[src/rtl/timestamp_capture_pkg.sv]
// rtl/timestamp_capture_pkg.sv - shared widths and pointer type for the timestamp capture block
package timestamp_capture_pkg;

  localparam int TS_WIDTH = 64;
  localparam int DROP_W   = 8;
  localparam int TS_DEPTH = 4;
  localparam int TS_PTR_W = $clog2(TS_DEPTH) + 1;

  // Extra MSB distinguishes full from empty when the index bits match
  typedef logic [TS_PTR_W-1:0] ts_fifo_ptr_t;

endpackage

[src/rtl/timestamp_capture_sync_edge.sv]
// rtl/timestamp_capture_sync_edge.sv - event_in synchronizer and one-cycle rising-edge detector
module ts_sync_edge #(
  parameter int SYNC_STAGES = 2
) (
  input  logic clock,
  input  logic rst_n,
  input  logic event_in,
  output logic det
);

  logic [SYNC_STAGES-1:0] sync_q;
  logic                   hist_q;

  always_ff @(posedge clock or negedge rst_n) begin
    if (!rst_n) begin
      sync_q <= '0;
      hist_q <= 1'b0;
    end else begin
      sync_q <= {sync_q[SYNC_STAGES-2:0], event_in};
      hist_q <= sync_q[SYNC_STAGES-1];
    end
  end

  assign det = sync_q[SYNC_STAGES-1] & ~hist_q;

endmodule

[src/rtl/timestamp_capture.sv]
// rtl/timestamp_capture.sv - captures count_in on each event_in rising edge into a FWFT FIFO
module timestamp_capture
  import timestamp_capture_pkg::*;
#(
  parameter int WIDTH       = TS_WIDTH,
  parameter int DEPTH       = TS_DEPTH,
  parameter int SYNC_STAGES = 2
) (
  input  logic                     clock,
  input  logic                     rst_n,
  input  logic [WIDTH-1:0]         count_in,
  input  logic                     event_in,
  output logic [WIDTH-1:0]         ts_out,
  output logic                     ts_valid,
  input  logic                     ts_ready,
  output logic [$clog2(DEPTH):0]   level,
  output logic                     overflow,
  output logic [DROP_W-1:0]        drop_count,
  input  logic                     clear_ovf
);

  localparam int AW    = $clog2(DEPTH);
  localparam int PTR_W = AW + 1;

  logic [WIDTH-1:0]  mem [DEPTH];
  logic [PTR_W-1:0]  wr_ptr;
  logic [PTR_W-1:0]  rd_ptr;
  logic [PTR_W-1:0]  level_q;
  logic              overflow_q;
  logic [DROP_W-1:0] drop_count_q;

  logic det;
  logic full;
  logic pop;
  logic push;
  logic drop;

  ts_sync_edge #(
    .SYNC_STAGES(SYNC_STAGES)
  ) u_sync_edge (
    .clock    (clock),
    .rst_n    (rst_n),
    .event_in (event_in),
    .det      (det)
  );

  assign full = (wr_ptr[PTR_W-1] != rd_ptr[PTR_W-1]) &&
                (wr_ptr[AW-1:0] == rd_ptr[AW-1:0]);
  assign pop  = ts_valid & ts_ready;
  // A pop in the same cycle frees the slot, so a push into a full FIFO still lands
  assign push = det & (~full | pop);
  assign drop = det & full & ~pop;

  always_ff @(posedge clock or negedge rst_n) begin
    if (!rst_n) begin
      for (int i = 0; i < DEPTH; i++) mem[i] <= '0;
      wr_ptr  <= '0;
      rd_ptr  <= '0;
      level_q <= '0;
    end else begin
      if (push) begin
        mem[wr_ptr[AW-1:0]] <= count_in;
        wr_ptr              <= wr_ptr + PTR_W'(1);
      end
      if (pop) rd_ptr <= rd_ptr + PTR_W'(1);
      level_q <= level_q + PTR_W'(push) - PTR_W'(pop);
    end
  end

  // A drop in the same cycle as clear_ovf leaves a count of one
  always_ff @(posedge clock or negedge rst_n) begin
    if (!rst_n) begin
      overflow_q   <= 1'b0;
      drop_count_q <= '0;
    end else if (drop) begin
      overflow_q   <= 1'b1;
      if (clear_ovf)
        drop_count_q <= DROP_W'(1);
      else if (drop_count_q != '1)
        drop_count_q <= drop_count_q + DROP_W'(1);
    end else if (clear_ovf) begin
      overflow_q   <= 1'b0;
      drop_count_q <= '0;
    end
  end

  assign ts_out     = mem[rd_ptr[AW-1:0]];
  assign ts_valid   = (level_q != '0);
  assign level      = level_q;
  assign overflow   = overflow_q;
  assign drop_count = drop_count_q;

endmodule
[config.mk]
export PLATFORM = sky130hd
export DESIGN_NAME = timestamp_capture
export DESIGN_NICKNAME = d
export VERILOG_FILES = /design/src/rtl/timestamp_capture_pkg.sv /design/src/rtl/timestamp_capture_sync_edge.sv /design/src/rtl/timestamp_capture.sv
export SDC_FILE = /design/constraint.sdc
export NUM_CORES = 1
export LEC_CHECK = 0
export CORE_ASPECT_RATIO = 0.6
export CORE_MARGIN = 5
export CORE_UTILIZATION = 60
export DETAILED_ROUTE_END_ITERATION = 10
export GPL_ROUTABILITY_DRIVEN = 0
export HOLD_SLACK_MARGIN = 0.1
export PLACE_DENSITY = 0.85
export SYNTH_ARGS = -nofsm -noshare
export SYNTH_HDL_FRONTEND = slang
export SYNTH_SLANG_ARGS = --single-unit
[constraint.sdc]
create_clock -name clock -period 5.4 [get_ports clock]
set_input_delay 0.54 -clock clock [delete_from_list [all_inputs] [get_ports clock]]
set_output_delay 0.54 -clock clock [all_outputs]
set_load 0.02 [all_outputs]
# [Word-level counts from Yosys, hierarchy flattened]
# Cells that the tools add are included.
[totals] ff_bits=277 in_bits=69 word_cells=51
[op_classes] addsub=5 n_lt_le_gt_ge=3 n_eq_ne=3 mux=12 bitwise=11 n_reduce_logical=6
[op_table] operator="$bwmux W256" n=1
[op_table] operator="$mux W64" n=3
[op_table] operator="$bmux W64 S2" n=1
[op_table] operator="$demux W64 S2" n=1
[op_table] operator="$mux W8" n=4
[op_table] operator="$add A8 B1 Y8 const B" n=1
[op_table] operator="$ne A8 B8 Y1 const B" n=1
[op_table] operator="$add A3 B1 Y3 const B" n=2
[op_table] operator="$ge A3 B3 Y1 const B" n=2
[op_table] operator="$not A2 Y3" n=2
[op_table] operator="$and A1 B1 Y1" n=5
[op_table] operator="$reduce_bool A2 Y1" n=2
[op_table] operator="$add A3 B1 Y3" n=1
[op_table] operator="$lt A3 B1 Y1 const B" n=1
[op_table] operator="$not A1 Y1" n=3
[op_table] operator="$reduce_bool A3 Y1" n=1
[op_table] operator="$sub A3 B1 Y3" n=1
[op_table] operator="$eq A2 B2 Y1" n=1
[op_table] operator="$logic_and A1 B1 Y1" n=2
[op_table] operator="$mux W1" n=2
[op_table] operator="$reduce_and A2 Y1" n=1
[op_table] operator="$ne A1 B1 Y1" n=1
[op_table] operator="$or A1 B1 Y1" n=1

# [Longest topological paths before layout]
[logic_depth] word_depth=7 depth_mapped=9

# [Hierarchy]
# From an unflattened synthesis, not the netlist that was laid out.
[unflattened] cells_unflattened=714 area_unflattened_um2=13306.5
[modules_own_cells] mod="timestamp_capture" instances=1 cells_each=710 area_per_inst_um2=13217.7 seq_area_each_um2=6856.6
[modules_own_cells] mod="ts_sync_edge" instances=1 cells_each=4 area_per_inst_um2=88.8 seq_area_each_um2=75.1

# [Worst setup path after synthesis]
# OpenSTA, ideal clock, no wires.
[synth_timing] kind="reg-to-output" from="register rd_ptr[0]" to="output port ts_out[10]" t_arrival_ns=1.734 required_time_ns=4.860 setup_slack_ns=3.126 path_stages_with_launch=4 path_cell_list="dfrtp_1 buf_1 buf_2 mux4_2"
[synth_between] elab_chain_cells=4
[synth_rtl] item="from (decl)" line_no="timestamp_capture.sv:27" source="logic [PTR_W-1:0] rd_ptr;"
[synth_rtl] item="from (signal assigned)" line_no="timestamp_capture.sv:65" source="if (pop) rd_ptr <= rd_ptr + PTR_W'(1);"
[synth_rtl] item="$not A2 Y3 (not written as such)" line_no="timestamp_capture.sv:87" source="assign ts_out = mem[rd_ptr[AW-1:0]];"
[synth_rtl] item="$bmux W64 S2" line_no="timestamp_capture.sv:87"
[synth_rtl] item="$mux W64 (not written as such) (2 in a row)" line_no="timestamp_capture.sv:87"
[synth_rtl] item="to (decl)" line_no="timestamp_capture.sv:13" source="output logic [WIDTH-1:0] ts_out,"
# No other way between the ends. The select of a mux whose other input is x is not followed.

# [Worst setup path in the final report]
[layout_timing] from="register rd_ptr[0]" to="output port ts_out[39]"
# The elaborated chain is that of the path after synthesis.

==> flow_metrics.py <==
metrics = {
    "run_status": {
        "status": "finished, final reports clean",
    },
    "sta": {
        "rsz0062_at_grt": "no",
        "holdWs_ps": 57.4,
        "maxSlewViolCount": 0,
        "post-route-period-util_pct": 72.2,
        "slew_headroom_pct": 23.5,
        "fmax_ghz": 0.256,
        "skew_ps": 23.6,
        "setup_viol": 0,
        "hold_viol_final": 0,
        "worst_pin_slew_ps": 1150,
        "min_period_ps": 3900,
        "fin_ws_ps": 1500,
        "timing.setup.tns_ps": 0,
    },
    "synthesis": {
        "ys_top_cells_by_area": "dfrtp_1 (52%), mux2_4 (26%), mux4_2 (11%)",
        "yosys-top-cells-count": "dfrtp_1 (277), mux2_4 (230), mux4_2 (64)",
        "ys_ff_latch": 277,
        "yosysTopAreaCellShare_pct": 51.9,
        "synth_edf_count": 0,
        "synth-warning-count": 0,
        "syn_avg_cell_area_um2": 18.5,
        "yosysSeqAreaShare_pct": 51.9,
        "synth_most_common_cell": "dfrtp_1",
        "yosys.cell_types.count": 34,
        "synth-async-reset-ratio_pct": 100,
        "synthFlopType": "dfrtp_1",
        "syn_inst": 722,
        "synth_top_cell_by_area": "dfrtp_1",
        "syn_nets": 800,
        "synth_area_mm2": 0.0134,
    },
    "drt": {
        "drtAntennaViolNets": 0,
        "wl_per_cell_um": 23.3,
        "drt_iter0_drc": 353,
        "num_vias": 6787,
        "vias_per_cell": 5.83,
        "dr.pass1.iters": 4,
        "drc_errors": 0,
        "wirelength_um": 27200,
    },
    "final_layout": {
        "fin_util_pct": 70.7,
        "area_growth_pct": 16.3,
        "final_nets": 937,
        "drive_gt1_share_pct": 44.3,
        "stdcell_count": 1165,
    },
    "setup_path": {
        "crit_slowest_cell": "dfrtp_4",
        "critPathBufInv": 2,
        "critPathMaxStageDelay_ps": 920,
        "worstPathArrival_ps": 3360,
        "reg2reg_depth": 5,
        "crit_path_end_kind": "output pin",
        "r2r_end": "mem[33]$_DFFE_PN0P_",
        "r2r_slack_ps": 1930,
        "startpoint": "rd_ptr[0]$_DFFE_PN0P_",
        "cp-start-kind": "flip-flop",
        "path_delay_family": "buffers and inverters",
        "cp_data_required_time_ps": 4860,
        "worst-path-max-fanout": 36,
        "crit_cells": 3,
        "worstSetupPathType": "reg -> out",
        "crit_chain": "buf_4, mux4_2, clkdlybuf4s50_1",
        "cp-endpoint": "ts_out[39]",
        "r2r-start": "rd_ptr[0]$_DFFE_PN0P_",
    },
    "clock_network": {
        "clockRootBuffer": "clkbuf_16",
        "post_cts_buffers": 0,
        "clock-sinks": 277,
        "cts-resized-gates": 0,
        "cts_tree": "yes",
        "insertion_delay_ps": 540,
        "ctsHoldBuffers": 0,
        "numCtsBuffers": 26,
        "clk_pin_slew_ps": 70,
        "cts_buffer_depth": 3,
        "htreeDepth": 1,
    },
    "power_and_ir_drop": {
        "p_per_area_mw_per_mm2": 682,
        "vdd_drop_max_uv": 490,
        "p_leak_nw": 6.74,
    },
    "die": {
        "rows": 42,
        "fp.dieW_um": 203,
        "start_util_pct": 60.8,
        "die-area_mm2": 0.0255,
        "core_area_mm2": 0.0220,
        "die_height_um": 126,
        "pin_count": 146,
    },
    "run": {
        "cap_violations": 0,
    },
    "global_route": {
        "grtUsageTotal_pct": 21.4,
        "grt_pass1_vias": 7686,
        "antenna_found_initial": 1,
        "grt_pass1_wl_um": 44300,
        "grt_max_degree": 156,
        "grt_overflow": 0,
    },
    "place": {
        "numPortBuffers": 145,
        "dpl.cell_count": 1117,
        "place_ws_ps": 1900,
        "dpl.hpwl_um": 16700,
    },
    "min_path": {
        "hold_class": "in -> async",
    },
}
-- worst reg2reg max path: stages (launching register included) --
cell	delay [ps]
dfrtp_4	920
xnor2_1	290
a41oi_4	380
and2_4	820
buf_4	590
mux2_4	360
-- cell families (layout without fill, tap and decap cells) --
logic type      Yosys count  after routing  share of synthesized area, %
xor+xnor                 10             10                         0.656
fa+ha+maj                 9              9                         0.899
flops                   277            277                          51.9
mux                     326            326                          39.3
simple gates             41             41                          1.86
buf+inv                  53            209                          4.83
compound gates            6              6                         0.543
other cells               0              1                             0
-- per-layer routing --
metal  share of wire, %  vias to the layer above  GRT usage, %
met5                  0                        -             0
met4                1.5                        0          4.23
met3                4.4                       33          4.35
met2                 47                      147          33.9
met1                 47                     3670          31.5
li1                   -                     2937             -
-- final cells by class --
class,count,area (µm²)
multi-input cells,392,5780
flip-flops and latches,277,6940
fillers,1338,6430
clock inverters,13,159
inverters,8,30.0
clock buffers,34,731
repair buffers,154,1540
well taps,286,358
diodes,1,2.50
-- sequential cells by signal (all words and copies together) (netlist names) --
name / cells
drop_count: 8
wr_ptr: 3
level: 3
rd_ptr: 3
overflow: 1
mem: 256
u_sync_edge.hist_q: 1
u_sync_edge.sync_q: 2
-- worst min path at each step --
| stage | from | end | slack (ps) | cells past startpoint |
|---|---|---|---|---|
| global placement | u_sync_edge.sync_q[0]$_DFF_PN0_ | u_sync_edge.sync_q[1]$_DFF_PN0_ | 340 | 0 |
| finish | rst_n | mem[9]$_DFFE_PN0P_ | 60 | 1 |
| detailed placement | u_sync_edge.sync_q[0]$_DFF_PN0_ | u_sync_edge.sync_q[1]$_DFF_PN0_ | 350 | 0 |
| CTS | rst_n | mem[9]$_DFFE_PN0P_ | 130 | 1 |
| global route | rst_n | mem[9]$_DFFE_PN0P_ | 170 | 1 |
| floorplan | rst_n | drop_count[0]$_DFFE_PN0P_ | 240 | 0 |
-- stage by stage --
step | area (µm²) | power (W)
detailed placement | 14600 | 0.00872
global route | 15500 | 0.0111
floorplan | 13400 | 0.00712
global placement | 14600 | 0.00853
CTS | 15500 | 0.0107
finish | 15500 | 0.0106
-- cells in the final DEF (no fill, tap or decap), drive strengths merged, types with 3 or more instances in the layout --
cell type	synthesis	layout
nor2b	6	6
ha	8	8
dfrtp	277	277
bufinv	0	3
and2	4	4
mux2	262	262
xnor2	8	8
nor2	6	6
inv	8	8
buf	39	10
clkinvlp	0	3
clkdlybuf4s50	0	144
nand3	3	3
clkinv	0	7
clkbuf	6	34
nor4	5	5
nand2	6	6
mux4	64	64
-- power breakdown --
group	total, W	switching, W	internal, W
Sequential	0.00377	0.000685	0.00309
Combinational	0.00493	0.00190	0.00303
Clock	0.00190	0.000802	0.00110
Power figures use the tool's default switching activity.
